### src/rtl/pc_unit_if.sv
// pc_unit_if: control/status bundle between the control FSM and the PC stage.
// master = FSM/debug side (drives controls), slave = pc_unit (drives PC/status).
interface pc_unit_if #(
  parameter int CNT_WIDTH = 16
);
  logic                 pc_control;
  logic                 pc_cond;
  logic [1:0]           orig_pc;
  logic                 bne_or_beq;
  logic                 alu_zero;
  logic [31:0]          alu_result;
  logic [31:0]          alu_out_reg;
  logic [25:0]          instr_index;
  logic                 err_clr;
  logic                 cnt_clr;
  logic [31:0]          pc;
  logic [31:0]          pc_next;
  logic                 branch_taken;
  logic                 misalign_err;
  logic [31:0]          misalign_addr;
  logic [CNT_WIDTH-1:0] br_taken_cnt;
  logic [CNT_WIDTH-1:0] br_ntaken_cnt;
  logic [CNT_WIDTH-1:0] jump_cnt;

  modport master (
    output pc_control, pc_cond, orig_pc,
    output bne_or_beq, alu_zero,
    output alu_result, alu_out_reg,
    output instr_index, err_clr, cnt_clr,
    input  pc, pc_next, branch_taken,
    input  misalign_err, misalign_addr,
    input  br_taken_cnt, br_ntaken_cnt,
    input  jump_cnt
  );

  modport slave (
    input  pc_control, pc_cond, orig_pc,
    input  bne_or_beq, alu_zero,
    input  alu_result, alu_out_reg,
    input  instr_index, err_clr, cnt_clr,
    output pc, pc_next, branch_taken,
    output misalign_err, misalign_addr,
    output br_taken_cnt, br_ntaken_cnt,
    output jump_cnt
  );
endinterface

### src/rtl/pc_unit.sv
// pc_unit: multicycle MIPS PC register, beq/bne/j target select,
// misalign trap and saturating branch/jump stats.
// Ports: clk, reset (async, active-high), bus (pc_unit_if.slave):
//  controls pc_control/pc_cond/orig_pc/bne_or_beq, alu_zero/result,
//  alu_out_reg, instr_index, err_clr, cnt_clr; status pc, pc_next,
//  branch_taken, misalign_err/addr, br_taken/br_ntaken/jump counts.
module pc_unit #(
  parameter logic [31:0] RESET_PC  = 32'h0000_0000,
  parameter int          CNT_WIDTH = 16
) (
  input logic     clk,
  input logic     reset,
  pc_unit_if.slave bus
);

  localparam logic [CNT_WIDTH-1:0] CNT_MAX = '1;

  logic [31:0]          pcQ;
  logic [31:0]          pcNext;
  logic                 brTakenQ;
  logic                 errQ;
  logic [31:0]          errAddrQ;
  logic [CNT_WIDTH-1:0] takenCntQ;
  logic [CNT_WIDTH-1:0] ntakenCntQ;
  logic [CNT_WIDTH-1:0] jumpCntQ;

  logic taken;
  logic wrReq;
  logic badTgt;
  logic wrOk;
  logic wrBad;
  logic isJump;
  logic incTaken;
  logic incNtaken;
  logic incJump;

  always_comb begin
    pcNext = pcQ;
    unique case (bus.orig_pc)
      2'b00: pcNext = bus.alu_result;
      2'b01: pcNext = bus.alu_out_reg;
      2'b10: pcNext = {pcQ[31:28],
                       bus.instr_index,
                       2'b00};
      2'b11: pcNext = pcQ;
    endcase
  end

  assign taken  = bus.bne_or_beq
                ? bus.alu_zero
                : ~bus.alu_zero;
  assign wrReq  = bus.pc_control
                | (bus.pc_cond & taken);
  assign isJump = (bus.orig_pc == 2'b10);
  assign badTgt = (bus.orig_pc == 2'b11)
                | (pcNext[1:0] != 2'b00);
  assign wrOk   = wrReq & ~badTgt;
  assign wrBad  = wrReq & badTgt;

  // Branch stats only when the FSM is in a
  // pure branch state; pc_control overrides.
  assign incTaken  = ~bus.pc_control
                   & bus.pc_cond
                   & taken & wrOk;
  assign incNtaken = ~bus.pc_control
                   & bus.pc_cond
                   & ~taken;
  assign incJump   = wrOk & isJump;

  function automatic logic [CNT_WIDTH-1:0]
    satInc(input logic [CNT_WIDTH-1:0] v);
    return (v == CNT_MAX) ? v : v + 1'b1;
  endfunction

  always_ff @(posedge clk or posedge reset) begin
    if (reset) begin
      pcQ      <= RESET_PC;
      brTakenQ <= 1'b0;
    end else begin
      if (wrOk)
        pcQ <= pcNext;
      brTakenQ <= incTaken;
    end
  end

  // A new error in the same cycle as err_clr
  // wins and re-captures the address.
  always_ff @(posedge clk or posedge reset) begin
    if (reset) begin
      errQ     <= 1'b0;
      errAddrQ <= 32'h0;
    end else if (wrBad) begin
      errQ <= 1'b1;
      if (!errQ || bus.err_clr)
        errAddrQ <= pcNext;
    end else if (bus.err_clr) begin
      errQ     <= 1'b0;
      errAddrQ <= 32'h0;
    end
  end

  always_ff @(posedge clk or posedge reset) begin
    if (reset) begin
      takenCntQ  <= '0;
      ntakenCntQ <= '0;
      jumpCntQ   <= '0;
    end else if (bus.cnt_clr) begin
      takenCntQ  <= '0;
      ntakenCntQ <= '0;
      jumpCntQ   <= '0;
    end else begin
      if (incTaken)
        takenCntQ <= satInc(takenCntQ);
      if (incNtaken)
        ntakenCntQ <= satInc(ntakenCntQ);
      if (incJump)
        jumpCntQ <= satInc(jumpCntQ);
    end
  end

  assign bus.pc            = pcQ;
  assign bus.pc_next       = pcNext;
  assign bus.branch_taken  = brTakenQ;
  assign bus.misalign_err  = errQ;
  assign bus.misalign_addr = errAddrQ;
  assign bus.br_taken_cnt  = takenCntQ;
  assign bus.br_ntaken_cnt = ntakenCntQ;
  assign bus.jump_cnt      = jumpCntQ;

endmodule

### src/flat_wrapper.sv
// flat-port wrapper written by rule: the top's interface ports become plain ports
module pc_unit_flat 
#(
  parameter logic [31:0] RESET_PC  = 32'h0000_0000,
  parameter int          CNT_WIDTH = 16
)
  (clk, reset, bus_pc_control, bus_pc_cond, bus_orig_pc, bus_bne_or_beq, bus_alu_zero, bus_alu_result, bus_alu_out_reg, bus_instr_index, bus_err_clr, bus_cnt_clr, bus_pc, bus_pc_next, bus_branch_taken, bus_misalign_err, bus_misalign_addr, bus_br_taken_cnt, bus_br_ntaken_cnt, bus_jump_cnt);
  pc_unit_if #(.CNT_WIDTH(CNT_WIDTH)) bus_i ();
  input logic clk;
  input logic reset;
  input wire logic [$bits(bus_i.pc_control)-1:0] bus_pc_control;
  input wire logic [$bits(bus_i.pc_cond)-1:0] bus_pc_cond;
  input wire logic [$bits(bus_i.orig_pc)-1:0] bus_orig_pc;
  input wire logic [$bits(bus_i.bne_or_beq)-1:0] bus_bne_or_beq;
  input wire logic [$bits(bus_i.alu_zero)-1:0] bus_alu_zero;
  input wire logic [$bits(bus_i.alu_result)-1:0] bus_alu_result;
  input wire logic [$bits(bus_i.alu_out_reg)-1:0] bus_alu_out_reg;
  input wire logic [$bits(bus_i.instr_index)-1:0] bus_instr_index;
  input wire logic [$bits(bus_i.err_clr)-1:0] bus_err_clr;
  input wire logic [$bits(bus_i.cnt_clr)-1:0] bus_cnt_clr;
  output wire logic [$bits(bus_i.pc)-1:0] bus_pc;
  output wire logic [$bits(bus_i.pc_next)-1:0] bus_pc_next;
  output wire logic [$bits(bus_i.branch_taken)-1:0] bus_branch_taken;
  output wire logic [$bits(bus_i.misalign_err)-1:0] bus_misalign_err;
  output wire logic [$bits(bus_i.misalign_addr)-1:0] bus_misalign_addr;
  output wire logic [$bits(bus_i.br_taken_cnt)-1:0] bus_br_taken_cnt;
  output wire logic [$bits(bus_i.br_ntaken_cnt)-1:0] bus_br_ntaken_cnt;
  output wire logic [$bits(bus_i.jump_cnt)-1:0] bus_jump_cnt;
  assign bus_i.pc_control = bus_pc_control;
  assign bus_i.pc_cond = bus_pc_cond;
  assign bus_i.orig_pc = bus_orig_pc;
  assign bus_i.bne_or_beq = bus_bne_or_beq;
  assign bus_i.alu_zero = bus_alu_zero;
  assign bus_i.alu_result = bus_alu_result;
  assign bus_i.alu_out_reg = bus_alu_out_reg;
  assign bus_i.instr_index = bus_instr_index;
  assign bus_i.err_clr = bus_err_clr;
  assign bus_i.cnt_clr = bus_cnt_clr;
  assign bus_pc = bus_i.pc;
  assign bus_pc_next = bus_i.pc_next;
  assign bus_branch_taken = bus_i.branch_taken;
  assign bus_misalign_err = bus_i.misalign_err;
  assign bus_misalign_addr = bus_i.misalign_addr;
  assign bus_br_taken_cnt = bus_i.br_taken_cnt;
  assign bus_br_ntaken_cnt = bus_i.br_ntaken_cnt;
  assign bus_jump_cnt = bus_i.jump_cnt;
  pc_unit #(.RESET_PC(RESET_PC), .CNT_WIDTH(CNT_WIDTH)) u_core (.clk(clk), .reset(reset), .bus(bus_i));
endmodule
### config.mk
export PLATFORM = sky130hd
export DESIGN_NAME = pc_unit_flat
export DESIGN_NICKNAME = d
export VERILOG_FILES = /design/src/rtl/pc_unit_if.sv /design/src/rtl/pc_unit.sv /design/src/flat_wrapper.sv
export SDC_FILE = /design/constraint.sdc
export NUM_CORES = 1
export LEC_CHECK = 0
export ABC_CLOCK_PERIOD_IN_PS = 11500
export BUFFER_PORTS_ARGS = -buffer_cell sky130_fd_sc_hd__buf_4
export CAP_MARGIN = 20
export CORE_UTILIZATION = 53
export DETAILED_ROUTE_END_ITERATION = 8
export PLACE_DENSITY = 0.87
export SLEW_MARGIN = 20
export SYNTH_ARGS = -nofsm -noshare
export SYNTH_HDL_FRONTEND = slang
export SYNTH_SLANG_ARGS = --single-unit
### constraint.sdc
create_clock -name clk -period 11.5 [get_ports clk]
set_input_delay 2.3 -clock clk [delete_from_list [all_inputs] [get_ports clk]]
set_output_delay 2.3 -clock clk [all_outputs]
set_load 0.01 [all_outputs]
==> results summary <==
Cells with a size suffix above 1 make up 41.62% of the layout. The power share of the sequential group came out at approximately 38%. The number of setup buffers added after CTS is 0. For this block, the routed nets add up to roughly 19,000 um of wire. The floorplan step defined a die boundary enclosing ~12,000 sq um. The global-route total usage across every layer came out at about a third.

The run finished with clean final reports. The portion of the clock cycle consumed by the worst path in the final layout is a little over half. The mean area per synthesized cell came out at ~11 sq um. The remaining number of nets flagged by the antenna check after routing came out at 0. In the synthesized netlist, the number of instances is 580. The repair_antennas step left the layout with diodes totalling 0.

The pre-antenna-repair detailed-routing pass consisted of 5 iterations. The via count of the first global-routing pass is ~5,200. The final setup violation count is 0.

The slew of the pin with the lowest slew margin is a little under 1 ns. The smallest clock period supported by the final layout is computed as 5.981 ns. The worst setup path is launched from an input pin. The reported max-cap violation count came out at 0.

The number of DRC markers after the initial detailed-route iteration is between 400 and 500. The final layout contains slightly above 900 nets. The number of failing hold endpoints at the final stage was 0. The remaining global-route overflow is 0. Yosys mapped the design onto 52 distinct sky130hd cell types.

The clock share of power came out at 39.4%. The number of buffers added to fix hold violations after cts came out at 0. The required time of the worst setup path is just over 9 ns. Setup repair after global routing left no endpoint under its margin. The post-placement cell area came out at roughly 8000 sq um.

The internal power component is between 800 and 900 uW. For this run, design rule violations remaining after detail routing come to 0. The latest clock arrival within the worst-skew pair came out at approximately 0.42 ns. Clock-pin slew was measured on the worst setup and hold paths at ~0.050 ns.

STA classifies the critical path endpoint as an output port. The number of enable-type register cells in the synthesized netlist came out at 0. The root buffer cell chosen for the clock tree is sky130_fd_sc_hd__clkbuf_16. In this run, synthesis produced a sequential element count of around 110. The maximum count of clock buffers along a single path is 2. In the routed layout, each cell is associated on average with a via count of 5.745. Entering global routing, the biggest net connects between 60 and 70 pins. Summed over all nets, the switching power comes to 342.7 uW. The critical path is of the in2out type.

The power density over the cells is around 140 nW/um^2. The number of levels in the clock H-tree came out at 4. The count of pins on the block boundary came out at around 250. The area of the placeable core came out at approximately 11,000 sq um. The most used flip-flop cell after synthesis is sky130_fd_sc_hd__dfrtp_1.

The worst-case vdd ir drop is between 100 and 150 uV. Of the total power, the share spent switching nets is about 28%. In this run the tightest slew margin relative to its limit is 35.24%. TritonCTS built the clock tree. The die is between 100 and 150 um wide. Once the floorplan was initialized, standard cells occupied between 50 and 60% of the core. Yosys printed 0 warnings. The count of input and output buffers is ~250. The area of combinational cells with multiple inputs is ~3100 sq um. The number of placement rows is 38. The sequential-to-total area share from yosys stat came out at a little under half.

The area taken by flip-flops and latches is 2853 sq um. Detailed placement finished with a half-perimeter wire length of ~13,000 um. The initial antenna violation count is 1. The total of fill cells in the finished design is 686. In this run the vertical extent of the chip is 109.6 um. At the end of routability-driven placement, the weighted congestion stood at ~0.9. The cell leakage power came out at approximately 4.3 nW. The combinational fraction of design power is between 20% and 30%. After detailed routing, the average wire length per cell comes to 19.33 um. The clock net sink count is 114. The number of gates resized after CTS came out at 0. The worst setup skew after layout came out at around 0.0045 ns. The count of vias placed by the detailed router came out at around 5,600. The synthesis-to-layout area growth came out at 40.04%.

The data arrival time of the critical path is approximately 3.7 ns. Of all nets on the critical path, the largest fanout is 36. The post-synthesis async set-or-reset flop share came out at between 90% and 100%.

The worst reg-to-reg setup slack is approximately 9.5 ns. The maximum clock rate is roughly 170 MHz. The total clock buffers created by CTS came out at 17. Synthesis produced a netlist with a net count of around 680. The area of all placed cells without fillers came out at between 8000 and 9000 sq um. The total negative slack for setup checks came out at 0 ns. The worst min-delay path category is reg2reg.

The final max-slew violation count is 0. The wire length of the first global-routing pass came out at between 20,000 and 30,000 um. The total standard cell area after synthesis is approximately 6100 sq um.
## cell families after synthesis
logic type,Yosys count,synth area share [%]
AND/OR/NAND/NOR,270,21.79
flip-flops,114,46.48
multiplexers,66,16.66
AO/OA/AOI/OAI,51,6.137
buffers and inverters,40,2.875
XOR/XNOR,36,5.443
adder cells (fa/ha/maj),3,0.6117
## metrics by stage
stage / utilization [%] / std cells / power, mW / hold slack [ns] / setup slack [ns]
floorplan: - / 580 / 0.6028 / 0.5243 / 5.797
global placement: 72.51 / 937 / 0.7459 / 0.4813 / 5.562
detailed placement: 72.55 / 937 / 0.7550 / 0.4875 / 5.516
CTS: 77.58 / 969 / 1.243 / 0.5045 / 5.507
global route: 77.58 / 969 / 1.286 / 0.5349 / 5.426
finish: 77.58 / 969 / 1.240 / 0.5015 / 5.519
## Yosys cell counts (3+ instances only)
cell type	n	area, sq um
sky130_fd_sc_hd__nor2_1	54	202.7
sky130_fd_sc_hd__xnor2_1	11	96.34
sky130_fd_sc_hd__nand2_1	101	379.1
sky130_fd_sc_hd__a21oi_1	10	50.05
sky130_fd_sc_hd__and4_1	3	26.28
sky130_fd_sc_hd__xor2_1	24	210.2
sky130_fd_sc_hd__o21ai_0	18	90.09
sky130_fd_sc_hd__ha_1	3	37.54
sky130_fd_sc_hd__nand4_1	11	68.82
sky130_fd_sc_hd__nor2b_1	33	206.5
sky130_fd_sc_hd__and2_1	5	31.28
sky130_fd_sc_hd__buf_2	12	60.06
sky130_fd_sc_hd__nor4_1	3	18.77
sky130_fd_sc_hd__nand4b_1	3	26.28
sky130_fd_sc_hd__and3_1	10	62.56
sky130_fd_sc_hd__a211oi_1	4	30.03
sky130_fd_sc_hd__mux2_2	28	315.3
sky130_fd_sc_hd__mux2i_1	11	110.1
sky130_fd_sc_hd__dfrtp_1	114	2853
sky130_fd_sc_hd__or3_1	3	18.77
sky130_fd_sc_hd__o211ai_1	3	22.52
sky130_fd_sc_hd__mux4_2	26	585.6
sky130_fd_sc_hd__clkbuf_1	14	52.55
sky130_fd_sc_hd__inv_1	10	37.54
sky130_fd_sc_hd__o2111ai_1	4	35.03
sky130_fd_sc_hd__nand3_1	23	115.1
sky130_fd_sc_hd__nor3_1	4	20.02
sky130_fd_sc_hd__nand2b_1	5	31.28
## flip-flops by register name, summed over array words and instances, names as in the netlist
register,flops
u_core.bus.br_ntaken_cnt,16
u_core.bus.jump_cnt,16
u_core.bus.pc,32
u_core.bus.branch_taken,1
u_core.bus.br_taken_cnt,16
u_core.bus.misalign_err,1
u_core.bus.misalign_addr,32
## power groups by stage
stage                     clock [mW]  combinational (mW)  sequential [mW]
after floorplan                    0               0.112            0.491
after global placement             0               0.272            0.474
after detailed placement           0               0.278            0.477
after CTS                      0.492               0.280            0.471
after global routing           0.510               0.301            0.475
final                          0.488               0.280            0.471
## critical path: stages
cell and delay, ns:
sky130_fd_sc_hd__buf_4 0.52, sky130_fd_sc_hd__mux4_2 0.65, sky130_fd_sc_hd__buf_4 0.18
## routing by layer
metal	global-route usage (%)	part of all wire (%)	wire [um]
met2	48.92	48	9004
met5	0	0.048	9
met3	12.27	9.2	1731
met1	39.56	38	7159
met4	17.81	4.4	826
## worst paths after layout
check / start / endpoint / cells after the start
setup / recovery: bus_orig_pc[0] / bus_pc_next[11] / 3
hold / removal: u_core.bus.pc[8] / u_core.bus.pc[8] / 2
setup reg to reg: u_core.bus.br_taken_cnt[0] / u_core.bus.br_taken_cnt[3] / 6
hold reg to reg: u_core.bus.pc[8] / u_core.bus.pc[8] / 2
max in group asynchronous: reset / u_core.bus.misalign_addr[13] / 3
min in group asynchronous: reset / u_core.bus.jump_cnt[13] / 2
## cells in the final DEF, fill, tap and decap left out, types with 3 or more instances in the layout
cell	netlist	layout
sky130_fd_sc_hd__nor3_1	4	4
sky130_fd_sc_hd__clkbuf_1	14	4
sky130_fd_sc_hd__o2111ai_1	4	4
sky130_fd_sc_hd__clkbuf_8	0	7
sky130_fd_sc_hd__o21ai_0	18	18
sky130_fd_sc_hd__nand2b_1	5	5
sky130_fd_sc_hd__and2_1	5	5
sky130_fd_sc_hd__mux2i_1	11	11
sky130_fd_sc_hd__a211oi_1	4	4
sky130_fd_sc_hd__a21oi_1	10	10
sky130_fd_sc_hd__and3_1	10	10
sky130_fd_sc_hd__dfrtp_1	114	114
sky130_fd_sc_hd__nand2_1	101	101
sky130_fd_sc_hd__clkinv_2	0	4
sky130_fd_sc_hd__nor2_1	54	54
sky130_fd_sc_hd__xor2_1	24	24
sky130_fd_sc_hd__nor2b_1	33	32
sky130_fd_sc_hd__nor4_1	3	3
sky130_fd_sc_hd__nand4_1	11	11
sky130_fd_sc_hd__mux4_2	26	26
sky130_fd_sc_hd__or3_1	3	3
sky130_fd_sc_hd__inv_1	10	9
sky130_fd_sc_hd__nand3_1	23	23
sky130_fd_sc_hd__xnor2_1	11	11
sky130_fd_sc_hd__and4_1	3	3
sky130_fd_sc_hd__mux2_2	28	28
sky130_fd_sc_hd__buf_4	1	247
sky130_fd_sc_hd__ha_1	3	3
sky130_fd_sc_hd__o211ai_1	3	3
sky130_fd_sc_hd__nand4b_1	3	3
sky130_fd_sc_hd__clkbuf_16	0	17
## layout make-up
type	instances	area share, %
Clock buffer	28	6.245
Clock inverter	4	0.2329
Inverter	10	0.4659
Multi-Input combinational cell	426	36.25
Sequential cell	114	33.19
Tap cell	140	2.038
Timing Repair Buffer	247	21.58
Note: power is estimated with default switching activity, not from simulation.
